## config.mk

```make
export PLATFORM = sky130hd
export DESIGN_NAME = merge_rr_lock_dataless
export DESIGN_NICKNAME = d
export VERILOG_FILES = /design/src/rtl/merge_rr_lock_dataless_pkg.sv /design/src/rtl/merge_rr_lock_dataless_rr_pointer_select.sv /design/src/rtl/merge_rr_lock_dataless.sv
export SDC_FILE = /design/constraint.sdc
export NUM_CORES = 1
export LEC_CHECK = 0
export CORE_AREA = 2 2 39 41
export DETAILED_ROUTE_END_ITERATION = 6
export DIE_AREA = 0 0 41 43
export GPL_TIMING_DRIVEN = 0
export SYNTH_ARGS = -nofsm -noshare
export SYNTH_HDL_FRONTEND = slang
export SYNTH_SLANG_ARGS = --single-unit
```

## constraint.sdc

```tcl
create_clock -name clk -period 1.1 [get_ports clk]
set_clock_uncertainty 0.2 [all_clocks]
set_input_delay 0.22 -clock clk [delete_from_list [all_inputs] [get_ports clk]]
set_output_delay 0.22 -clock clk [all_outputs]
set_load 0.005 [all_outputs]
```

## src/rtl/merge_rr_lock_dataless_pkg.sv

```systemverilog
// Shared definitions for the round-robin locking dataless merge.
// Provides the index-width helpers used for parameter legality checking
// and the per-cycle handshake event type used by the top level.
package merge_rr_lock_dataless_pkg;

  // Ceiling log2 for elaboration-time width computation.
  function automatic int clog2(input int n);
    int r;
    r = 0;
    while ((1 << r) < n) r++;
    return r;
  endfunction

  // Required width of the index port: at least one bit even for tiny merges.
  function automatic int index_width(input int n);
    int w;
    w = clog2(n);
    return (w < 1) ? 1 : w;
  endfunction

  // What the output channel does this cycle.
  typedef enum logic [1:0] {
    EV_IDLE  = 2'd0,
    EV_XFER  = 2'd1,
    EV_STALL = 2'd2
  } ev_e;

endpackage

```

## src/rtl/merge_rr_lock_dataless_rr_pointer_select.sv

```systemverilog
// Rotating-priority encoder: first set request at or after ptr, wrapping.
// Latency: purely combinational.
// Backpressure: none; gnt_idx falls back to ptr when nothing requests.
module rr_pointer_select
  import merge_rr_lock_dataless_pkg::*;
#(
  parameter int INPUTS      = 2,
  parameter int INDEX_WIDTH = 1
) (
  input  logic [INPUTS-1:0]      req,
  input  logic [INDEX_WIDTH-1:0] ptr,
  output logic [INDEX_WIDTH-1:0] gnt_idx,
  output logic                   any
);

  logic [INDEX_WIDTH-1:0] cand;

  // Scan ptr, ptr+1, ... modulo INPUTS and keep the first requester found.
  always_comb begin
    gnt_idx = ptr;
    any     = 1'b0;
    cand    = '0;
    for (int k = 0; k < INPUTS; k++) begin
      int j;
      j = int'(ptr) + k;
      if (j >= INPUTS) j = j - INPUTS;
      cand = j[INDEX_WIDTH-1:0];
      if (!any && req[cand]) begin
        any     = 1'b1;
        gnt_idx = cand;
      end
    end
  end

endmodule

```

## src/rtl/merge_rr_lock_dataless.sv

```systemverilog
// Fair dataless merge: round-robin grant, locked while the output stalls.
// Latency: zero cycles, valid and index are combinational from ins_valid.
// Backpressure: a stalled grant is held so index never moves until accepted.
module merge_rr_lock_dataless
  import merge_rr_lock_dataless_pkg::*;
#(
  parameter int INPUTS      = 2,
  parameter int INDEX_WIDTH = 1
) (
  input  logic                   clk,
  input  logic                   rst,
  input  logic [INPUTS-1:0]      ins_valid,
  output logic [INPUTS-1:0]      ins_ready,
  output logic                   outs_valid,
  input  logic                   outs_ready,
  output logic [INDEX_WIDTH-1:0] index
);

  if (INPUTS < 2 || INDEX_WIDTH != index_width(INPUTS)) begin : g_bad_cfg
    $error("merge_rr_lock_dataless: INDEX_WIDTH must equal max(1,clog2(INPUTS)), INPUTS>=2");
  end

  localparam logic [INDEX_WIDTH-1:0] LAST = INDEX_WIDTH'(INPUTS - 1);
  localparam logic [INDEX_WIDTH-1:0] ONE  = INDEX_WIDTH'(1);

  logic [INDEX_WIDTH-1:0] ptr_q, ptr_d;
  logic [INDEX_WIDTH-1:0] held_q, held_d;
  logic                   locked_q, locked_d;
  logic [INDEX_WIDTH-1:0] sel_idx;
  logic                   sel_any;
  logic [INDEX_WIDTH-1:0] g;
  ev_e                    ev;

  rr_pointer_select #(
    .INPUTS      (INPUTS),
    .INDEX_WIDTH (INDEX_WIDTH)
  ) u_sel (
    .req     (ins_valid),
    .ptr     (ptr_q),
    .gnt_idx (sel_idx),
    .any     (sel_any)
  );

  // Grant mux and output decode; outs_ready only reaches ins_ready.
  always_comb begin
    g          = locked_q ? held_q : sel_idx;
    outs_valid = locked_q ? ins_valid[held_q] : sel_any;
    index      = g;
    ins_ready  = '0;
    if (outs_valid && outs_ready) ins_ready[g] = 1'b1;
    if (!outs_valid)     ev = EV_IDLE;
    else if (outs_ready) ev = EV_XFER;
    else                 ev = EV_STALL;
  end

  // Next-state: advance past the winner on transfer, lock the winner on stall.
  always_comb begin
    ptr_d    = ptr_q;
    held_d   = held_q;
    locked_d = locked_q;
    case (ev)
      EV_XFER: begin
        ptr_d    = (g == LAST) ? '0 : g + ONE;
        locked_d = 1'b0;
      end
      EV_STALL: begin
        locked_d = 1'b1;
        held_d   = g;
      end
      default: begin
        // A retracted held request would otherwise leave the merge wedged.
        if (!ins_valid[held_q]) locked_d = 1'b0;
      end
    endcase
  end

  // State registers with synchronous reset.
  always_ff @(posedge clk) begin
    if (rst) begin
      ptr_q    <= '0;
      held_q   <= '0;
      locked_q <= 1'b0;
    end else begin
      ptr_q    <= ptr_d;
      held_q   <= held_d;
      locked_q <= locked_d;
    end
  end

endmodule

```

After elaboration in Yosys (flattened, before gate mapping)
Index checks and enable logic that the tools add are counted.

Bits of input ports: 5. Output and inout port bits: 4. Bits in registers: 3. Word-level logic and storage cells: 43.

Add/sub/neg operators: 4. $lt $le $gt $ge: 7. Reduce and logical (&&, ||, !) cells: 4. Equal/unequal tests: 3. Multiplexer cells: 22.

Operator list (count): 1-bit two-way mux (17); 1-bit by 2-bit < comparator with 1-bit output, second input constant (4); 2-bit two-way mux (3); 1-bit logical AND (3); 3-bit by 1-bit != test with 1-bit output, second input constant (1); 1-bit by 1-bit adder with 2-bit output, second input constant (1); 2-bit by 1-bit equality test with 1-bit output, second input constant (1); 2-bit equality test, second input constant (1); 1-bit by 2-bit >= comparator with 1-bit output, second input constant (1); 2-bit >= comparator, second input constant (1); 1-bit one-hot mux with 2 select lines (1); 1-bit subtractor, second input constant (2); 1-bit adder, second input constant (1); 1-bit demux with 1-bit select (1); 1-bit >= comparator, second input constant (1); 1-bit zero test (1).

Logic depth before layout (Yosys ltp)
Depth in word-level cells: 14. Depth in mapped cells: 4.

Cells and area by module
From an unflattened synthesis, not the netlist that was laid out.

Cells, all modules: 22. Area, all modules: 195.2 sq um.

By module, submodules not included: merge_rr_lock_dataless (cells each 19, area an instance 173.9 sq um, sequential area each 60.1 sq um, instances 1); rr_pointer_select (cells each 3, area an instance 21.3 sq um, sequential area each 0.0 sq um, instances 1).

Worst setup path after synthesis
Ideal clock, no wire load.

Kind: register to output. Start: register ptr_q. End: output index. Slack: -0.069 ns. Cell stages (with the launch flop): 3. Required time: 0.680 ns. Arrival time: 0.749 ns. Cells stage by stage: dfxtp_1 -> a21oi_1 -> o31ai_1.

Word-level cells in the longest chain between the ends: 9.

RTL lines: from (decl) (line merge_rr_lock_dataless.sv:26) `logic [INDEX_WIDTH-1:0] ptr_q, ptr_d;`; from (signal assigned) (line merge_rr_lock_dataless.sv:84) `ptr_q <= ptr_d;`; 1-bit by 2-bit >= comparator with 1-bit output / 1-bit subtractor (equally long branches) (line merge_rr_lock_dataless_rr_pointer_select.sv:26) `if (j >= INPUTS) j = j - INPUTS;`; 1-bit two-way mux (line merge_rr_lock_dataless_rr_pointer_select.sv:26); 1-bit two-way mux (not written as such) (2 in series) (line merge_rr_lock_dataless_rr_pointer_select.sv:28) `if (!any && req[cand]) begin`; 1-bit two-way mux (line merge_rr_lock_dataless_rr_pointer_select.sv:28); 1-bit zero test (line merge_rr_lock_dataless_rr_pointer_select.sv:28); 1-bit logical AND (line merge_rr_lock_dataless_rr_pointer_select.sv:28); 1-bit two-way mux (*) (line merge_rr_lock_dataless_rr_pointer_select.sv:28); 1-bit two-way mux (*) (line merge_rr_lock_dataless.sv:46) `g = locked_q ? held_q : sel_idx;`; to (decl) (line merge_rr_lock_dataless.sv:16) `output logic [INDEX_WIDTH-1:0] index`.

Mark *: on every way between the ends. The rest lies on a longest branch, timed or not. The select of a mux whose other input is x is not followed.

Worst setup path in the final report
Start: register locked_q. End: output ins_ready[0].

Word-level cells in the longest chain between the ends: 6.

RTL lines: from (decl) (line merge_rr_lock_dataless.sv:28) `logic locked_q, locked_d;`; from (signal assigned) (line merge_rr_lock_dataless.sv:86) `locked_q <= locked_d;`; 1-bit two-way mux (line merge_rr_lock_dataless.sv:46); 1-bit by 2-bit < comparator with 1-bit output (not written as such) / 1-bit >= comparator (equally long branches) (line merge_rr_lock_dataless.sv:50) `if (outs_valid && outs_ready) ins_ready[g] = 1'b1;`; 1-bit logical AND (not written as such) (line merge_rr_lock_dataless.sv:50); 1-bit two-way mux (not written as such) (line merge_rr_lock_dataless.sv:50); 1-bit demux with 1-bit select (line merge_rr_lock_dataless.sv:50); 2-bit two-way mux (*) (line merge_rr_lock_dataless.sv:50); to (decl) (line merge_rr_lock_dataless.sv:13) `output logic [INPUTS-1:0] ins_ready,`.

Mark *: on every way between the ends. The rest lies on a longest branch, timed or not.

==> flow_summary.ini <==
[worst_setup_path]
r2r-start = ptr_q
crit_arrival_ns = 1.02
cp.buffers_inverters = 1
critPathRequiredTime_ns = 0.68
start_kind = flip-flop
reg2reg_slack_ns = -0.01
crit_cells = 4
critPathMaxFanout = 4
crit_path_start = locked_q
rr_endpoint = ptr_q
r2r_cells = 4
crit_end = ins_ready[0]
path_cells = nand2_4, nand3_2, a31oi_1, buf_2
slowest_delay_ns = 0.36
worst-setup-path-type = reg -> out
path_delay_family = flip-flops
worstSetupEndpointType = primary output
slowest_stage = dfxtp_4

[grt]
use_met1_pct = 8.28
grt_pass1_vias = 242
grt-ovfl-total = 0
use_met3_pct = 1.57
antenna_found_initial = 0
use_met2_pct = 10.9
busiest_layer = met2
grt_pass1_wl_um = 883
grt_start_max_net_pins = 9
track_usage_pct = 7.61

[sta]
drv_slew = 0
whs_ns = 0.188
rsz0062_at_grt = yes
setup_viol = 7
finalHoldViolCount = 0
post-route-period-util_pct = 131
worstMarginPinSlew_ns = 0.247
max_freq_mhz = 695
period_needed_ns = 1.44
relSlewSlack_pct = 83.5
fin_ws_ns = -0.339

[die]
die_y_um = 43
dieArea_mm2 = 0.00176
fp.coreArea_mm2 = 0.00138
dieWidth_um = 41
start_util_pct = 14.7
pin_count = 9
num_rows = 14

[route]
drt-wirelength-per-cell_um = 10.1
drtIter0Drc = 15
drc = 0
via_per_inst = 4.32
wirelength_um = 578
routed-via-count = 246
dr.pass1.iters = 5
drt.antenna.violating_nets = 0

[synth]
ys_warn_count = 0
avgSynthCellArea_um2 = 7.84
synth_seq_cells = 3
synth_top_area_share_pct = 29.4
synth.area.top_cells = dfxtp_1, a21oi_1, a31oi_1, nor3b_2, inv_1
synth_fp_nets = 31
synth_top_cell_by_area = dfxtp_1
syn_inst = 26
synth_cell_types = 16
netlist_area_um2 = 204
seq_area_frac_synth_pct = 29.4

[cts]
clock-root-buffer = clkbuf_4
cts-htree-levels = 1
clock_latency_ns = 0.23
cts_made_buffers = 3
clock_path_buffers = 2
cts.sinks = 3
cts_tree = built
clkTransAtPathRegs_ns = 0.03

[finish]
diodes = 0
drive_gt1_share_pct = 63.4
layout_common_cells = buf_4, buf_2, a21oi_1, clkbuf_4, dfxtp_4
layout.nets = 47
area_delta_synth_final_pct = 82.8
nFillCells = 161

[place]
gp_congestion = 0.721
dp_hpwl_um = 381
io_buffers = 7
pre_cts_ws_ns = -0.943

[power]
powerDensity_mw_per_mm2 = 1100
peakVddDrop_mv = 0.483
p_leak_uw = 0.000170
p_clk_share_pct = 45.7
seqPwrFrac_pct = 31.2
switching_power_uw = 109
p_int_uw = 301
swShare_pct = 26.6
comb_power_share_pct = 23.1

[status]
status = complete, but fails checks
failed_checks = negative setup slack

[worst_hold_path]
hold_class = in -> reg

[flow_run]
maxCapViolations = 0
==> synth_stat cells <==
cell / n
nor3b_2: 1
mux2i_1: 1
nor3_2: 1
nand3_1: 1
nand2_1: 2
a21oi_1: 4
dfxtp_1: 3
a311oi_1: 1
o31ai_1: 1
nor2_1: 2
a31oi_1: 2
buf_4: 1
inv_1: 3
o21ai_1: 1
a41o_1: 1
a21oi_2: 1
==> through the flow <==
step	cells	TNS (ns)	utilization [%]	power (uW)	cell area [um2]
finish	57	-1.27	26.9	410	373
floorplan	26	0	-	169	205
global placement	49	-4.72	21.3	212	295
global route	57	-1.67	26.9	437	373
detailed placement	49	-4.80	21.3	214	295
CTS	55	-1.32	25.0	414	347
==> layout make-up <==
class | instances | area, um2 | share of cell area, %
tap | 16 | 20.0 | 5.37
buffer | 1 | 7.51 | 2.01
inverter | 3 | 13.8 | 3.69
clock buffer | 4 | 26.3 | 7.05
multi-input combinational | 19 | 153 | 40.9
timing repair buffer | 11 | 81.3 | 21.8
sequential | 3 | 71.3 | 19.1
==> cells by family (layout without fill, tap and decap cells) <==
kind of cell           count (synthesis)  after routing  synth area share, %
multiplexers                           1              1                 4.91
AND/OR/NAND/NOR                        7              7                 20.9
AO/OA/AOI/OAI                         11             11                 35.6
flip-flops                             3              3                 29.4
buffers and inverters                  4             19                 9.20
==> power groups by stage <==
| stage | Sequential, uW | Clock (uW) | Combinational (uW) |
|---|---|---|---|
| 2_1_floorplan | 126 | 0 | 43.3 |
| 3_3_place_gp | 127 | 0 | 84.6 |
| 3_5_place_dp | 128 | 0 | 86.0 |
| 4_1_cts | 127 | 202 | 84.3 |
| 5_1_grt | 129 | 204 | 104 |
| 6_report | 128 | 187 | 94.7 |
==> registers in the layout, indices dropped and copies added, names as in the netlist <==
signal / flops
ptr_q: 1
locked_q: 1
held_q: 1
==> routing by layer <==
metal  vias to the layer above  wire (um)
li1                        126          -
met1                       113        221
met2                         7        315
met3                         0         42
met4                         0          0
met5                         -          0
==> what timing repair did <==
item                                    in CTS  in global routing
resized for setup                           30                  4
pin swaps                                    5                  3
hold buffers                                 0                  0
endpoints found under the setup margin       7                  7
buffers inserted                             2                  2
==> worst min-delay path by stage <==
stage,startpoint,endpoint,slack [ns],cells past startpoint
after floorplan,rst,ptr_q,0.08,1
final,ins_valid[1],ptr_q,0.19,3
after detailed placement,held_q,held_q,0.37,2
after global routing,ins_valid[1],ptr_q,0.20,3
after CTS,ins_valid[1],ptr_q,0.17,3
after global placement,held_q,held_q,0.36,2
==> worst min-delay path, cell delays in order <==
cell and delay [ns]:
buf_4 0.13, a41o_1 0.19, nor3_2 0.04
Note: power is estimated with default switching activity, not from simulation.
